### config.mk
export PLATFORM = sky130hd
export DESIGN_NAME = output_psum_accumulator
export DESIGN_NICKNAME = d
export VERILOG_FILES = /design/src/rtl/output_psum_accumulator.sv
export SDC_FILE = /design/constraint.sdc
export NUM_CORES = 1
export LEC_CHECK = 0
export ABC_AREA = 0
export CORE_MARGIN = 2
export CORE_UTILIZATION = 52
export CTS_CLUSTER_SIZE = 8
export DETAILED_ROUTE_END_ITERATION = 6
export PLACE_DENSITY_LB_ADDON = 0.25
export SYNTH_ARGS = -nofsm -noshare
export SYNTH_HDL_FRONTEND = slang
export SYNTH_SLANG_ARGS = --single-unit
export TNS_END_PERCENT = 10
### constraint.sdc
create_clock -name clk -period 12.1 [get_ports clk]
set_input_delay 1.21 -clock clk [delete_from_list [all_inputs] [get_ports clk]]
set_output_delay 1.21 -clock clk [all_outputs]
set_load 0.02 [all_outputs]
### src/rtl/output_psum_accumulator.sv
// output_psum_accumulator: accumulates per-channel partial sums across input tiles and emits packed, ReLU'd, saturated pixel words
module output_psum_accumulator #(
    parameter int Tm            = 8,
    parameter int FEATURE_WIDTH = 16,
    parameter int ACC_WIDTH     = 24,
    parameter int ADDR_WIDTH    = 16
) (
    input  logic                          clk,
    input  logic                          rst,
    input  logic                          config_enable,
    input  logic [7:0]                    num_in_tiles,
    input  logic [15:0]                   num_pixels,
    input  logic                          relu_en,
    input  logic [ADDR_WIDTH-1:0]         out_base_addr,
    input  logic                          feature_valid,
    input  logic [FEATURE_WIDTH-1:0]      feature_in,
    output logic                          feature_ready,
    output logic                          out_valid,
    input  logic                          out_ready,
    output logic [Tm*FEATURE_WIDTH-1:0]   out_data,
    output logic [ADDR_WIDTH-1:0]         out_addr,
    output logic                          busy,
    output logic                          done
);
    localparam int CW = (Tm > 1) ? $clog2(Tm) : 1;
    localparam int FW = FEATURE_WIDTH;
    localparam int AW = ACC_WIDTH;

    typedef enum logic [1:0] {IDLE, ACCUM, STALL, DRAIN} state_t;

    state_t                 state_q, state_d;
    logic [CW-1:0]          ch_cnt_q, ch_cnt_d;
    logic [7:0]             tile_cnt_q, tile_cnt_d, tiles_q, tiles_d;
    logic [15:0]            pix_cnt_q, pix_cnt_d, comp_cnt_q, comp_cnt_d, pixels_q, pixels_d;
    logic                   relu_q, relu_d;
    logic signed [AW-1:0]   acc_q [Tm];
    logic signed [AW-1:0]   acc_d [Tm];
    logic                   out_valid_q, out_valid_d, done_q, done_d;
    logic [Tm*FW-1:0]       out_data_q, out_data_d, word_live, word_hold;
    logic [ADDR_WIDTH-1:0]  out_addr_q, out_addr_d;
    logic signed [AW-1:0]   new_sum;
    logic                   accept, out_accept, last_ch, last_tile, pix_done, last_pix;

    // clamp a one-bit-wider sum back into the accumulator range
    function automatic logic signed [AW-1:0] sat_acc(input logic signed [AW:0] s);
        return (s[AW] != s[AW-1]) ? {s[AW], {(AW-1){~s[AW]}}} : s[AW-1:0];
    endfunction

    // optional ReLU, then clamp to the feature range
    function automatic logic [FW-1:0] fin(input logic signed [AW-1:0] a, input logic relu);
        logic signed [AW-1:0] r;
        r = (relu && a[AW-1]) ? '0 : a;
        return (&r[AW-1:FW-1] || ~|r[AW-1:FW-1]) ? r[FW-1:0] : {r[AW-1], {(FW-1){~r[AW-1]}}};
    endfunction

    assign feature_ready = (state_q == ACCUM);
    assign busy          = (state_q != IDLE);
    assign out_valid     = out_valid_q;
    assign out_data      = out_data_q;
    assign out_addr      = out_addr_q;
    assign done          = done_q;
    assign accept        = feature_valid && feature_ready;
    assign out_accept    = out_valid_q && out_ready;
    assign last_ch       = (ch_cnt_q == CW'(Tm - 1));
    assign last_tile     = (tile_cnt_q == tiles_q - 8'd1);
    assign pix_done      = accept && last_ch && last_tile;
    assign last_pix      = (comp_cnt_q == pixels_q - 16'd1);

    // running sum for the current channel; first tile of a pixel starts fresh
    always_comb begin
        new_sum = sat_acc(((tile_cnt_q == 8'd0) ? '0 : {acc_q[ch_cnt_q][AW-1], acc_q[ch_cnt_q]})
                          + {{(AW-FW+1){feature_in[FW-1]}}, feature_in});
    end

    // finished words: live includes the sum being accepted now, hold reads only stored sums
    always_comb begin
        word_live = '0;
        word_hold = '0;
        for (int k = 0; k < Tm; k++) begin
            word_hold[k*FW +: FW] = fin(acc_q[k], relu_q);
            word_live[k*FW +: FW] = fin((k == Tm - 1) ? new_sum : acc_q[k], relu_q);
        end
    end

    // next-state logic for the control FSM, counters, accumulators and output register
    always_comb begin
        state_d     = state_q;
        ch_cnt_d    = ch_cnt_q;
        tile_cnt_d  = tile_cnt_q;
        tiles_d     = tiles_q;
        pixels_d    = pixels_q;
        relu_d      = relu_q;
        comp_cnt_d  = comp_cnt_q;
        acc_d       = acc_q;
        done_d      = 1'b0;
        out_data_d  = out_data_q;
        out_valid_d = out_valid_q && !out_ready;
        out_addr_d  = out_accept ? out_addr_q + ADDR_WIDTH'(1) : out_addr_q;
        pix_cnt_d   = pix_cnt_q + 16'(out_accept);
        case (state_q)
            IDLE: if (config_enable) begin
                tiles_d    = (num_in_tiles == 8'd0) ? 8'd1 : num_in_tiles;
                pixels_d   = num_pixels;
                relu_d     = relu_en;
                out_addr_d = out_base_addr;
                ch_cnt_d   = '0;
                tile_cnt_d = '0;
                pix_cnt_d  = '0;
                comp_cnt_d = '0;
                for (int k = 0; k < Tm; k++) acc_d[k] = '0;
                done_d     = (num_pixels == 16'd0);
                state_d    = (num_pixels == 16'd0) ? IDLE : ACCUM;
            end
            ACCUM: if (accept) begin
                acc_d[ch_cnt_q] = new_sum;
                ch_cnt_d        = last_ch ? '0 : ch_cnt_q + CW'(1);
                tile_cnt_d      = !last_ch ? tile_cnt_q : last_tile ? 8'd0 : tile_cnt_q + 8'd1;
                if (pix_done) begin
                    comp_cnt_d = comp_cnt_q + 16'd1;
                    if (!out_valid_q || out_ready) begin
                        out_valid_d = 1'b1;
                        out_data_d  = word_live;
                        state_d     = last_pix ? DRAIN : ACCUM;
                    end else begin
                        state_d = STALL;
                    end
                end
            end
            STALL: if (out_ready) begin
                out_valid_d = 1'b1;
                out_data_d  = word_hold;
                state_d     = (comp_cnt_q == pixels_q) ? DRAIN : ACCUM;
            end
            DRAIN: if (out_accept) begin
                done_d  = 1'b1;
                state_d = IDLE;
            end
            default: state_d = IDLE;
        endcase
    end

    // state registers with asynchronous clear of everything, including any pending word
    always_ff @(posedge clk or posedge rst) begin
        if (rst) begin
            state_q     <= IDLE;
            ch_cnt_q    <= '0;
            tile_cnt_q  <= '0;
            tiles_q     <= 8'd1;
            pixels_q    <= '0;
            relu_q      <= 1'b0;
            pix_cnt_q   <= '0;
            comp_cnt_q  <= '0;
            for (int k = 0; k < Tm; k++) acc_q[k] <= '0;
            out_valid_q <= 1'b0;
            out_data_q  <= '0;
            out_addr_q  <= '0;
            done_q      <= 1'b0;
        end else begin
            state_q     <= state_d;
            ch_cnt_q    <= ch_cnt_d;
            tile_cnt_q  <= tile_cnt_d;
            tiles_q     <= tiles_d;
            pixels_q    <= pixels_d;
            relu_q      <= relu_d;
            pix_cnt_q   <= pix_cnt_d;
            comp_cnt_q  <= comp_cnt_d;
            for (int k = 0; k < Tm; k++) acc_q[k] <= acc_d[k];
            out_valid_q <= out_valid_d;
            out_data_q  <= out_data_d;
            out_addr_q  <= out_addr_d;
            done_q      <= done_d;
        end
    end
endmodule

* Yosys cells after proc, flatten, opt, wreduce, memory -nomap -nowiden
Index checks and enable logic that the tools add are counted.
** Storage, ports and cells
- Register bits :: 392
- Bits in latches :: 0
- RAM bits :: 0
- Bits in read-only memories :: 0
- Input port bits :: 62
- Memories kept :: 0
** Operators by class
- Add/sub/neg operators :: 7
- $mul :: 0
- Divide/modulo/power cells :: 0
- $lt $le $gt $ge :: 2
- Eq/ne operators :: 15
- Shifts and indexed selects :: 0
- Muxes and demuxes :: 69
- Bitwise logic cells :: 11
- Reduce and logical (&&, ||, !) cells :: 67
** Operator list (number)
- $mux W128 :: 4
- $mux W192 :: 2
- $pmux W192 S2 :: 1
- $mux W24 :: 13
- $pmux W128 S2 :: 1
- $mux W16 :: 15
- $bwmux W192 :: 1
- $reduce_and A9 Y1 :: 9
- $reduce_or A9 Y1 :: 9
- $bmux W24 S3 :: 1
- $demux W24 S3 :: 1
- $mux W8 :: 5
- $add A16 B1 Y16 const B :: 2
- $eq A16 B16 Y1 :: 2
- $pmux W16 S2 :: 1
- $add A25 B25 Y25 :: 1
- $mux W25 :: 1
- $logic_not A16 Y1 :: 1
- $logic_not A8 Y1 :: 2
- $mux W2 :: 8
- $pmux W8 S2 :: 1
- $sub A16 B1 Y16 const B :: 1
- $logic_and A1 B1 Y1 :: 15
- $logic_not A1 Y1 :: 11
- 26 further kinds :: 63

* Depth between registers and ports, before layout
Gate-level depths: netlist (run 1).
- Word-level depth :: 18
- Mapped depth :: 18
- Depth with buffers taken out :: 16

* Worst setup path before layout (run 1)
OpenSTA, ideal clock, no wires.
- Path type :: register -> register
- Start point :: reg tile_cnt_q[5]
- End point :: reg out_data_q[112], in the netlist out_data[112]
- Library setup time :: 0.074 ns
- Arrival :: 4.785 ns
- Data required time :: 12.026 ns
- Setup slack :: 7.241 ns
- Stages on the path, launching flop included :: 18
- Period minus slack after synthesis :: 4.859 ns
- Cell sequence :: dfrtp_1 -> clkbuf_1 -> or4b_2 -> nor4_1 -> clkbuf_1 -> a41oi_1 -> ha_1 -> buf_2 -> nand4_2 -> nor4b_4 -> nor3b_2 -> o311ai_4 -> a31oi_1 -> xor2_1 -> or4_1 -> o31a_1 -> buf_6 -> o21ai_2
** Between the ends
- Cells in the longest elaborated chain, start to end :: 15
- Elaborated cells between the ends (all ways) :: 22
- Those cells by class :: 1 x add/sub; 3 x eq/ne; 8 x mux; 2 x bitwise; 8 x reduce/logical
** RTL lines
- from (decl) :: RTL line 33 : logic [7:0] tile_cnt_q, tile_cnt_d, tiles_q, tiles_d;
- from (signal assigned) :: RTL line 161 : tile_cnt_q <= tile_cnt_d;
- $logic_not A8 Y1 :: RTL line 71 : new_sum = sat_acc(((tile_cnt_q == 8'd0) ? '0 : {acc_q[ch_cnt_q][AW-1], acc_q[ch_cnt_q]})
- $mux W25 :: RTL line 71
- $add A25 B25 Y25 :: RTL line 72 : + {{(AW-FW+1){feature_in[FW-1]}}, feature_in});
- $ne A1 B1 Y1 :: RTL line 46 : return (s[AW] != s[AW-1]) ? {s[AW], {(AW-1){~s[AW]}}} : s[AW-1:0];
- $mux W24 :: RTL line 46
- $logic_and A1 B1 Y1 :: RTL line 52 : r = (relu && a[AW-1]) ? '0 : a;
- $mux W24 :: RTL line 52
- $reduce_or A9 Y1 :: RTL line 53 : return (&r[AW-1:FW-1] || ~|r[AW-1:FW-1]) ? r[FW-1:0] : {r[AW-1], {(FW-1){~r[AW-1]}}};
- $logic_not A1 Y1 :: RTL line 53
- $logic_or A1 B1 Y1 :: RTL line 53
- $mux W16 :: RTL line 53
- $mux W128 :: RTL line 120 : if (!out_valid_q || out_ready) begin
- $mux W128 :: RTL line 118 : if (pix_done) begin
- $mux W128 :: RTL line 114 : ACCUM: if (accept) begin
- $pmux W128 S2 :: RTL line 100 : case (state_q)
- to (signal assigned) :: RTL line 169 : out_data_q <= out_data_d;
- to (decl) :: RTL line 39 : logic [Tm*FW-1:0] out_data_q, out_data_d, word_live, word_hold;
Several ways; a longest one is shown, not always the timed one. The select of a mux whose other input is x is not followed.
A chain may end at the register's enable or synchronous reset.

* Worst setup path in the final report (run 1)
- Start point :: reg ch_cnt_q[2]
- End point :: reg out_data_q[123], in the netlist out_data[123]
** Between the ends
- Cells in the longest elaborated chain, start to end :: 18
- Elaborated cells between the ends (all ways) :: 26
- Those cells by class :: 1 x add/sub; 3 x eq/ne; 11 x mux; 3 x bitwise; 8 x reduce/logical
** RTL lines
- from (decl) :: RTL line 32 : logic [CW-1:0] ch_cnt_q, ch_cnt_d;
- from (signal assigned) :: RTL line 160 : ch_cnt_q <= ch_cnt_d;
- $not A3 Y4 (not written as such) :: RTL line 71
- $bmux W24 S3 :: RTL line 71
- $mux W24 (not written as such) (2 in a row) :: RTL line 71
- $mux W25 :: RTL line 71
- $add A25 B25 Y25 :: RTL line 72
- $ne A1 B1 Y1 :: RTL line 46
- $mux W24 :: RTL line 46
- $logic_and A1 B1 Y1 :: RTL line 52
- $mux W24 :: RTL line 52
- $reduce_or A9 Y1 :: RTL line 53
- $logic_not A1 Y1 :: RTL line 53
- $logic_or A1 B1 Y1 :: RTL line 53
- $mux W16 :: RTL line 53
- $mux W128 :: RTL line 120
- $mux W128 :: RTL line 118
- $mux W128 :: RTL line 114
- $pmux W128 S2 :: RTL line 100
Several ways; a longest one is shown, not always the timed one. The select of a mux whose other input is x is not followed.

==> flow_metrics.py, run 1 <==
metrics = {
    "finish": {
        "syn_to_final_growth_pct": 21.04,
        "nets": 2276,
        "fillers": 3136,
        "drive_gt1_frac": 0.07819,
        "regArea_sq_um": 9811,
        "multi_input_area_sq_um": 9507,
        "final_cell_count_no_fill": 2698,
        "antenna_cells": 0,
        "fin_area_sq_um": 24010,
    },
    "cts": {
        "numCtsBuffers": 55,
        "root_buffer": "clkbuf_16",
        "cts_tree": "yes",
        "post_cts_buffers": 0,
        "cts_sinks": 392,
        "clkLatencyLatePin_ns": 0.62,
        "hold_buffers": 0,
        "clock_path_buffers": 3,
        "cts.clk_slew.worst_paths_ns": 0.05,
        "ctsResizeCount": 0,
        "htreeDepth": 2,
    },
    "worst_setup_path": {
        "r2r_cells": 15,
        "timing.rr.start": "ch_cnt_q[2]",
        "path_buf_inv": 2,
        "path_cells": "inv_1 -> and3_1 -> buf_4 -> a22oi_1 -> a41oi_1 -> ha_1 -> nand4_2 -> o22ai_1 -> nor3b_2 -> o311ai_4 -> a31oi_1 -> xor2_1 -> or4_1 -> o31a_1 -> o21ai_0",
        "arrival_ns": 5.87,
        "crit_required_ns": 12.62,
        "r2r_end": "out_data[123]",
        "start_kind": "flop",
        "crit_slowest_cell": "o31a_1",
        "critPathKind": "reg2reg",
        "crit_fanout": 26,
        "end_kind": "flop",
        "cpLargestDelayFamily": "compound AO/OA/AOI/OAI gates",
        "regToRegSetupSlack_ns": 6.75,
        "critPathMaxStageDelay_ns": 0.59,
    },
    "pwr": {
        "p_per_area_nw_per_um2": 273.5,
        "total_power_mw": 6.567,
        "p_leak_nw": 10.08,
        "ir_worst_vdd_mv": 0.1501,
    },
    "sta": {
        "tns_ns": 0,
        "slew_headroom": 0.1962,
        "period_share": 0.4418,
        "skew_ns": 0.03728,
        "hold_viol": 0,
        "whs_ns": 0.4718,
        "tightest_slew_ns": 1.206,
        "fmax_mhz": 187.1,
        "period_needed_ns": 5.346,
        "slew_violations": 0,
        "rsz0062_at_grt": "false",
        "setup_viol": 0,
    },
    "hold_path": {
        "hp-class": "reg2reg",
        "hold_depth": 2,
        "min_from": "out_data[53]",
        "whs_endpoint": "out_data[53]",
    },
    "placement": {
        "dp_hpwl_microns": 46430,
        "gp_congestion": 1.006,
        "placed_cells": 2631,
        "port_buffers": 209,
        "dpl_cell_area_sq_um": 22520,
    },
    "global_routing": {
        "antenna_found_initial": 1,
        "grt_pass1_wl_microns": 99040,
        "grt_pass1_vias": 16854,
        "grt_max_degree": 171,
        "grt_overflow": 0,
        "grt_usage": 0.3289,
    },
    "synth": {
        "seq_area_frac_synth": 0.4945,
        "yosysMostFrequentCell": "dfrtp_1",
        "netlist_instances": 2012,
        "async_reset_ff_frac": 1.000,
        "synth_area_per_cell_sq_um": 9.860,
        "synthAdderAreaFrac": 0.03330,
        "yosysTopAreaCell": "dfrtp_1",
        "synth-simple-area-share": 0.1208,
        "syn-cell-area_sq_um": 19840,
        "synthTopCellsByCount": "dfrtp_1 (391), nand2_1 (216), a22o_1 (192), a21oi_1 (187), o21ai_0 (166)",
        "synth_nets": 2111,
        "synth_top_family_by_area": "compound AO/OA/AOI/OAI gates",
        "synth_cell_types": 75,
        "synth_edf_count": 0,
        "synth.area.top_cells": "dfrtp_1 (49%), a22o_1 (8.5%), a21oi_1 (4.7%)",
        "synth_ff_type": "dfrtp_1",
        "synth-xor-area-share": 0.03311,
        "yosys_register_bits": 392,
        "ys_warn_count": 0,
        "synth_mux_area_frac": 0.01665,
        "synth-compound-area-share": 0.2673,
        "synth.top_cell.area_share": 0.4932,
    },
    "die": {
        "initial_utilization": 0.5280,
        "die_w_microns": 199.3,
        "ios": 210,
        "die_area_sq_um": 39730,
        "rows": 71,
        "dieHeight_microns": 199.3,
        "coreArea_sq_um": 37580,
    },
    "drt": {
        "drcViolationCount": 0,
        "drt_iter0_drc": 1604,
        "via_per_inst": 6.454,
        "first_pass_iters": 6,
        "wire_per_inst_microns": 23.89,
        "drtAntennaViolNets": 0,
        "vias": 17412,
        "routed_wl_microns": 64460,
    },
    "flow_run": {
        "drv_cap": 0,
    },
    "outcome": {
        "status": "finished clean",
    },
}
routing by layer:
| metal | part of all wire | global-route usage | wire length, microns | vias up |
|---|---|---|---|---|
| met3 | 0.068 | 0.05131 | 4382 | 207 |
| met2 | 0.48 | 0.5325 | 30960 | 808 |
| met1 | 0.39 | 0.4158 | 25000 | 8549 |
| met4 | 0.064 | 0.2040 | 4110 | 2 |
| li1 | - | - | - | 7846 |
| met5 | 0.00017 | 0 | 11 | - |
worst max path at each step:
stage,depth (start not counted),start,end
global route,17,tile_cnt_q[0],out_data[126]
floorplan,1,rst,acc_q[0]
global placement,11,feature_in[15],out_data[123]
CTS,17,tile_cnt_q[0],out_data[125]
finish,15,ch_cnt_q[2],out_data[123]
detailed placement,17,tile_cnt_q[0],out_data[125]
where the power goes:
| group | switching (mW) | internal, mW |
|---|---|---|
| Clock | 0.569 | 0.814 |
| Combinational | 2.14 | 1.09 |
| Sequential | 0.322 | 1.64 |
| Total | 3.03 | 3.54 |
cell families (layout without fill, tap and decap cells):
family                     Yosys count  count (layout)
AOI/OAI and AO/OA                  782             782
and+or+nand+nor                    499             499
DFF                                392             392
buffers and inverters              178             353
xor gates and xnor gates            75              75
adders and majority gates           56              56
muxes                               30              30
worst reg2reg max path, stage by stage (launching register included):
cell and delay, ns:
dfrtp_1 0.50, inv_1 0.22, and3_1 0.23, buf_4 0.24
a22oi_1 0.50, a41oi_1 0.21, ha_1 0.45, nand4_2 0.18
o22ai_1 0.40, nor3b_2 0.19, o311ai_4 0.39, a31oi_1 0.16
xor2_1 0.19, or4_1 0.51, o31a_1 0.59, o21ai_0 0.29
stage by stage:
| stage | utilization | worst slack, ns |
|---|---|---|
| after floorplan | - | 5.617 |
| after global placement | 0.5993 | 6.872 |
| after detailed placement | 0.5993 | 6.789 |
| after CTS | 0.6390 | 6.790 |
| after global routing | 0.6390 | 6.408 |
| final | 0.6390 | 6.754 |
area by class of cell:
| type | instances | share of cell area |
|---|---|---|
| sequential | 392 | 0.4086 |
| inverter | 33 | 0.005315 |
| clock inverter | 4 | 0.003231 |
| multi-input combinational | 1442 | 0.3959 |
| clock buffer | 63 | 0.05898 |
| timing repair buffer | 253 | 0.1014 |
| tap | 511 | 0.02663 |
registers in the layout (all words and copies together), names as in the netlist:
signal and flops:
acc_q 192, out_data 128, comp_cnt_q 16, out_addr 16, pixels_q 16, tile_cnt_q 8
tiles_q 8, ch_cnt_q 3, state_q 2, done 1, out_valid 1, relu_q 1
layout by cell type (no fill, tap or decap), drive strengths merged, types with 14 or more instances in the layout:
master	netlist	layout
inv	33	33
a21oi	187	187
xor2	37	37
ha	36	36
nor3	28	28
nand2b	14	14
clkbuf	136	63
nor4	24	24
buf	9	44
a22oi	97	97
a22o	192	192
nand2	216	216
nor2	77	77
a41oi	25	25
o21ai	189	189
mux2	24	24
maj3	19	19
xnor2	38	38
nand4	26	26
and3	15	15
and2	14	14
dfrtp	391	391
clkdlybuf4s50	0	209
nand3	36	36
No activity file was read; power rests on OpenSTA's default activity.
==> run 2: changes to the inputs <==
CORE_UTILIZATION = 57   (was 52)
clock period = 5.33 ns   (was 12.1 ns; I/O delays follow)
==> flow_metrics.py, run 2 (synthesis results as in run 1) <==
metrics = {
    "placement": {
        "gp_congestion": 1.041,
        "dp_hpwl_microns": 46290,
        "post-place-ws_ns": 0.2534,
        "port_buffers": 209,
        "placed_cells": 2598,
        "dpl_cell_area_sq_um": 22710,
    },
    "worst_setup_path": {
        "end_kind": "flop",
        "crit_slowest_cell": "or4b_2",
        "path_cells": "inv_1 -> ha_1 -> or4b_2 -> nor4_2 -> buf_4 -> buf_4 -> a41oi_1 -> ha_1 -> and3_1 -> nand4_1 -> nor3_1 -> or3_1 -> and2_1 -> nand4_1 -> or4_1 -> o31a_1 -> buf_12 -> o21ai_2",
        "timing.rr.start": "tile_cnt_q[0]",
        "regToRegSetupSlack_ns": 0.28,
        "r2r_cells": 18,
        "critPathKind": "reg2reg",
        "crit_fanout": 14,
        "r2r_end": "out_data[120]",
        "crit_required_ns": 5.87,
        "critPathMaxStageDelay_ns": 0.60,
        "start_kind": "flop",
        "arrival_ns": 5.58,
    },
    "sta": {
        "slew_violations": 0,
        "whs_ns": 0.4062,
        "tightest_slew_ns": 1.349,
        "setup_viol": 0,
        "period_needed_ns": 5.046,
        "fmax_mhz": 198.2,
        "slew_headroom": 0.1009,
        "period_share": 0.9467,
        "rsz0062_at_grt": "false",
        "setup_ws_ns": 0.2842,
        "tns_ns": 0,
        "hold_viol": 0,
        "skew_ns": 0.02502,
    },
    "drt": {
        "via_per_inst": 6.613,
        "drtAntennaViolNets": 0,
        "drt_iter0_drc": 1752,
        "vias": 17637,
        "drcViolationCount": 1,
        "routed_wl_microns": 64620,
        "first_pass_iters": 7,
        "wire_per_inst_microns": 24.23,
    },
    "pwr": {
        "power_switching_mw": 6.978,
        "clockPowerShare": 0.207,
        "ir_worst_vdd_mv": 0.4248,
        "p_int_mw": 8.217,
        "total_power_mw": 15.20,
        "swShare": 0.4592,
        "comb_power_share": 0.498,
        "p_per_area_nw_per_um2": 627.1,
        "seq_power_share": 0.295,
        "p_leak_nw": 10.23,
    },
    "global_routing": {
        "grt_overflow": 0,
        "antenna_found_initial": 1,
        "grt_usage": 0.3600,
        "grt_pass1_wl_microns": 100100,
        "grt_pass1_vias": 17068,
        "grt_max_degree": 167,
    },
    "finish": {
        "syn_to_final_growth_pct": 22.14,
        "fillers": 2580,
        "layout_common_cells": "dfrtp_1 (391), nand2_1 (215), clkdlybuf4s50_1 (209)",
        "drive_gt1_frac": 0.08951,
        "final_cell_count_no_fill": 2667,
        "regArea_sq_um": 9811,
        "largest_register_ffs": 192,
        "fin_area_sq_um": 24230,
        "multi_input_area_sq_um": 9512,
        "nets": 2299,
        "final_common_cell": "dfrtp_1",
        "antenna_cells": 0,
        "final_core_util": 0.7050,
        "largest-register": "acc_q",
    },
    "die": {
        "ios": 210,
        "initial_utilization": 0.5772,
        "coreArea_sq_um": 34370,
        "die_w_microns": 190.6,
        "rows": 68,
        "dieHeight_microns": 190.6,
        "die_area_sq_um": 36310,
    },
    "cts": {
        "cts.clk_slew.worst_paths_ns": 0.05,
        "hold_buffers": 0,
        "clock_path_buffers": 3,
        "htreeDepth": 2,
        "cts_sinks": 392,
        "numCtsBuffers": 55,
        "clkLatencyLatePin_ns": 0.62,
        "post_cts_buffers": 0,
        "root_buffer": "clkbuf_16",
        "cts_tree": "yes",
        "ctsResizeCount": 0,
    },
    "outcome": {
        "status": "complete, but fails checks",
        "violations": "DRC",
    },
    "hold_path": {
        "hp-class": "in2async",
    },
    "flow_run": {
        "drv_cap": 0,
    },
}
[run 2: how the worst max path moves through the flow]
stage | cells after the start | endpoint | slack [ns] | from
after floorplan | 1 | acc_q[0] | -0.48 | rst
after global placement | 18 | out_data[119] | 0.37 | tile_cnt_q[0]
after detailed placement | 18 | out_data[117] | 0.25 | tile_cnt_q[0]
after CTS | 18 | out_data[120] | 0.23 | tile_cnt_q[0]
after global routing | 18 | out_data[121] | 0.002 | tile_cnt_q[0]
final | 18 | out_data[120] | 0.28 | tile_cnt_q[0]
[run 2: critical path: cells and delay by family, from the launching register on]
family	cells	cell delay, ns
AO/OA/AOI/OAI	3	0.64
AND/OR/NAND/NOR	9	2.55
buffers and inverters	4	0.78
adder cells (fa/ha/maj)	2	0.56
flip-flops	1	0.44
[run 2: power groups by stage]
stage          Sequential, mW  Clock (mW)  Combinational, mW
3_5_place_dp             4.50           0               7.36
5_1_grt                  4.56        3.30               8.08
3_3_place_gp             4.47           0               7.27
2_1_floorplan            4.67           0               4.09
6_report                 4.48        3.15               7.56
4_1_cts                  4.46        3.18               7.42
[run 2: cell type report]
| cell class | count | share of cell area |
|---|---|---|
| flip-flops and latches | 392 | 0.4049 |
| multi-input cells | 1442 | 0.3925 |
| repair buffers | 276 | 0.1117 |
| clock buffers | 65 | 0.05964 |
| well taps | 455 | 0.02349 |
| inverters | 33 | 0.005267 |
| clock inverters | 4 | 0.002478 |
[run 2: per-layer routing]
layer	share of wire	track usage
met1	0.40	0.4686
met4	0.060	0.1857
met5	0.00019	0
met3	0.068	0.05594
met2	0.47	0.5857
==> run 3: changes to the inputs <==
CELL_PAD_IN_SITES_DETAIL_PLACEMENT = 1   (was unset)
CELL_PAD_IN_SITES_GLOBAL_PLACEMENT = 1   (was unset)
CORE_UTILIZATION = 45   (was 57)
==> flow_metrics.py, run 3 (synthesis results as in run 1) <==
metrics = {
    "drt": {
        "drt_iter0_drc": 1755,
        "drcViolationCount": 0,
        "via_per_inst": 6.430,
        "routed_wl_microns": 73130,
        "drtAntennaViolNets": 0,
        "first_pass_iters": 6,
        "wire_per_inst_microns": 26.07,
        "vias": 18036,
    },
    "die": {
        "rows": 76,
        "dieHeight_microns": 214.0,
        "die_w_microns": 214.0,
        "ios": 210,
        "initial_utilization": 0.4585,
        "coreArea_sq_um": 43270,
        "die_area_sq_um": 45780,
    },
    "sta": {
        "tightest_slew_ns": 1.344,
        "period_needed_ns": 5.086,
        "hold_viol": 0,
        "slew_headroom": 0.1041,
        "fmax_mhz": 196.6,
        "slew_violations": 0,
        "period_share": 0.9543,
        "setup_viol": 0,
        "whs_ns": 0.2839,
        "skew_ns": 0.05770,
        "rsz0062_at_grt": "false",
    },
    "placement": {
        "dp_hpwl_microns": 51940,
        "gp_congestion": 0.9701,
        "port_buffers": 209,
        "placed_cells": 2729,
    },
    "worst_setup_path": {
        "crit_top_cell": "ha_1",
        "start_kind": "flop",
        "crit_fanout": 15,
        "startpoint": "tile_cnt_q[1]",
        "end_kind": "flop",
        "arrival_ns": 5.63,
        "critPathMaxStageDelay_ns": 0.61,
        "path_cells": "inv_1 -> ha_1 -> or4b_2 -> nor4_2 -> buf_6 -> a41oi_1 -> ha_1 -> fa_1 -> a211oi_2 -> o211a_1 -> o21ai_0 -> and3_1 -> nor3_1 -> nand4_1 -> or4_1 -> o31a_1 -> buf_12 -> o21ai_2",
        "cpLargestDelayFamily": "simple AND/OR/NAND/NOR gates",
        "regToRegSetupSlack_ns": 0.24,
        "timing.rr.start": "tile_cnt_q[1]",
        "crit_required_ns": 5.88,
        "critPathKind": "reg2reg",
        "path_buf_inv": 3,
        "crit_slowest_cell": "or4b_2",
    },
    "global_routing": {
        "antenna_found_initial": 0,
        "grt_max_degree": 129,
        "met1_usage": 0.4508,
        "use_met2": 0.4912,
        "grt_pass1_vias": 18731,
        "grt_overflow": 0,
        "grtUsageMet3": 0.07540,
        "grt-busiest-layer": "met2",
        "grt_pass1_wl_microns": 114700,
        "grt_usage": 0.3175,
    },
    "pwr": {
        "ir_worst_vdd_mv": 0.4158,
        "p_leak_nw": 10.27,
        "power_switching_mw": 7.324,
        "comb_power_share": 0.505,
        "seq_power_share": 0.290,
        "clockPowerShare": 0.205,
        "p_per_area_nw_per_um2": 636.3,
        "p_int_mw": 8.260,
        "swShare": 0.4700,
    },
    "hold_path": {
        "hp-class": "in2async",
    },
    "cts": {
        "root_buffer": "clkbuf_16",
        "clock_path_buffers": 3,
        "hold_buffers": 0,
        "cts_sinks": 392,
        "cts.clk_slew.worst_paths_ns": 0.06,
        "cts_tree": "yes",
        "clkLatencyLatePin_ns": 0.63,
        "htreeDepth": 2,
        "numCtsBuffers": 55,
    },
    "finish": {
        "syn_to_final_growth_pct": 23.45,
        "final_core_util": 0.5661,
        "final_cell_count_no_fill": 2805,
        "nets": 2303,
        "final_common_cell": "dfrtp_1",
        "largest-register": "acc_q",
        "antenna_cells": 0,
        "drive_gt1_frac": 0.09009,
        "layout_common_cells": "dfrtp_1 (391), nand2_1 (215), clkdlybuf4s50_1 (209)",
        "largest_register_ffs": 192,
    },
    "outcome": {
        "status": "finished clean",
    },
    "flow_run": {
        "drv_cap": 0,
    },
}
run 3: power by group through the flow:
stage                     Sequential [mW]  Clock, mW  Combinational (mW)
after global placement               4.49          0                7.40
after CTS                            4.50       3.24                7.69
after floorplan                      4.67          0                4.09
final                                4.51       3.20                7.87
after detailed placement             4.53          0                7.60
after global routing                 4.61       3.36                8.37
run 3: stage by stage:
stage,power [mW],TNS (ns),setup WS (ns),instance area [sq um]
4_1_cts,15.43,0,0.04562,24450
3_5_place_dp,12.13,0,0.1203,22940
3_3_place_gp,11.88,0,0.2529,22940
2_1_floorplan,8.766,-186.14,-0.4761,19840
6_report,15.58,0,0.2437,24490
5_1_grt,16.34,0,0.01186,24490
run 3: worst paths after layout:
kind / end / depth (start not counted)
max: out_data[119] / 18
min: acc_q[67] / 2
max reg2reg: out_data[119] / 18
min reg2reg: out_data[102] / 2
max in group asynchronous: out_data[126] / 3
min in group clk: out_data[102] / 2
run 3: area by class of cell:
| type | instances | area, sq um |
|---|---|---|
| fillers | 4682 | 18780 |
| flip-flops and latches | 392 | 9811 |
| multi-input cells | 1442 | 9514 |
| repair buffers | 280 | 2791 |
| clock buffers | 68 | 1425 |
| well taps | 585 | 732.0 |
| inverters | 33 | 127.6 |
| clock inverters | 5 | 90.09 |
run 3: what timing repair did:
item | in CTS | in global routing
hold endpoints to repair | 0 | 0
buffers inserted | 0 | 3
endpoints found under the setup margin | 0 | 15
gates resized for setup | 0 | 4
run 3: layer usage:
layer	up-vias	part of all wire
li1	7880	-
met1	9206	0.44
met2	812	0.45
met3	138	0.086
met4	0	0.021
met5	-	0
run 3: worst register-to-register path, delay by kind of cell, from the launching register on:
kind	cells	cell delay, ns
AO/OA/AOI/OAI	6	1.31
adder cells (fa/ha/maj)	3	0.90
buffers and inverters	3	0.53
AND/OR/NAND/NOR	6	1.82
flip-flops	1	0.43
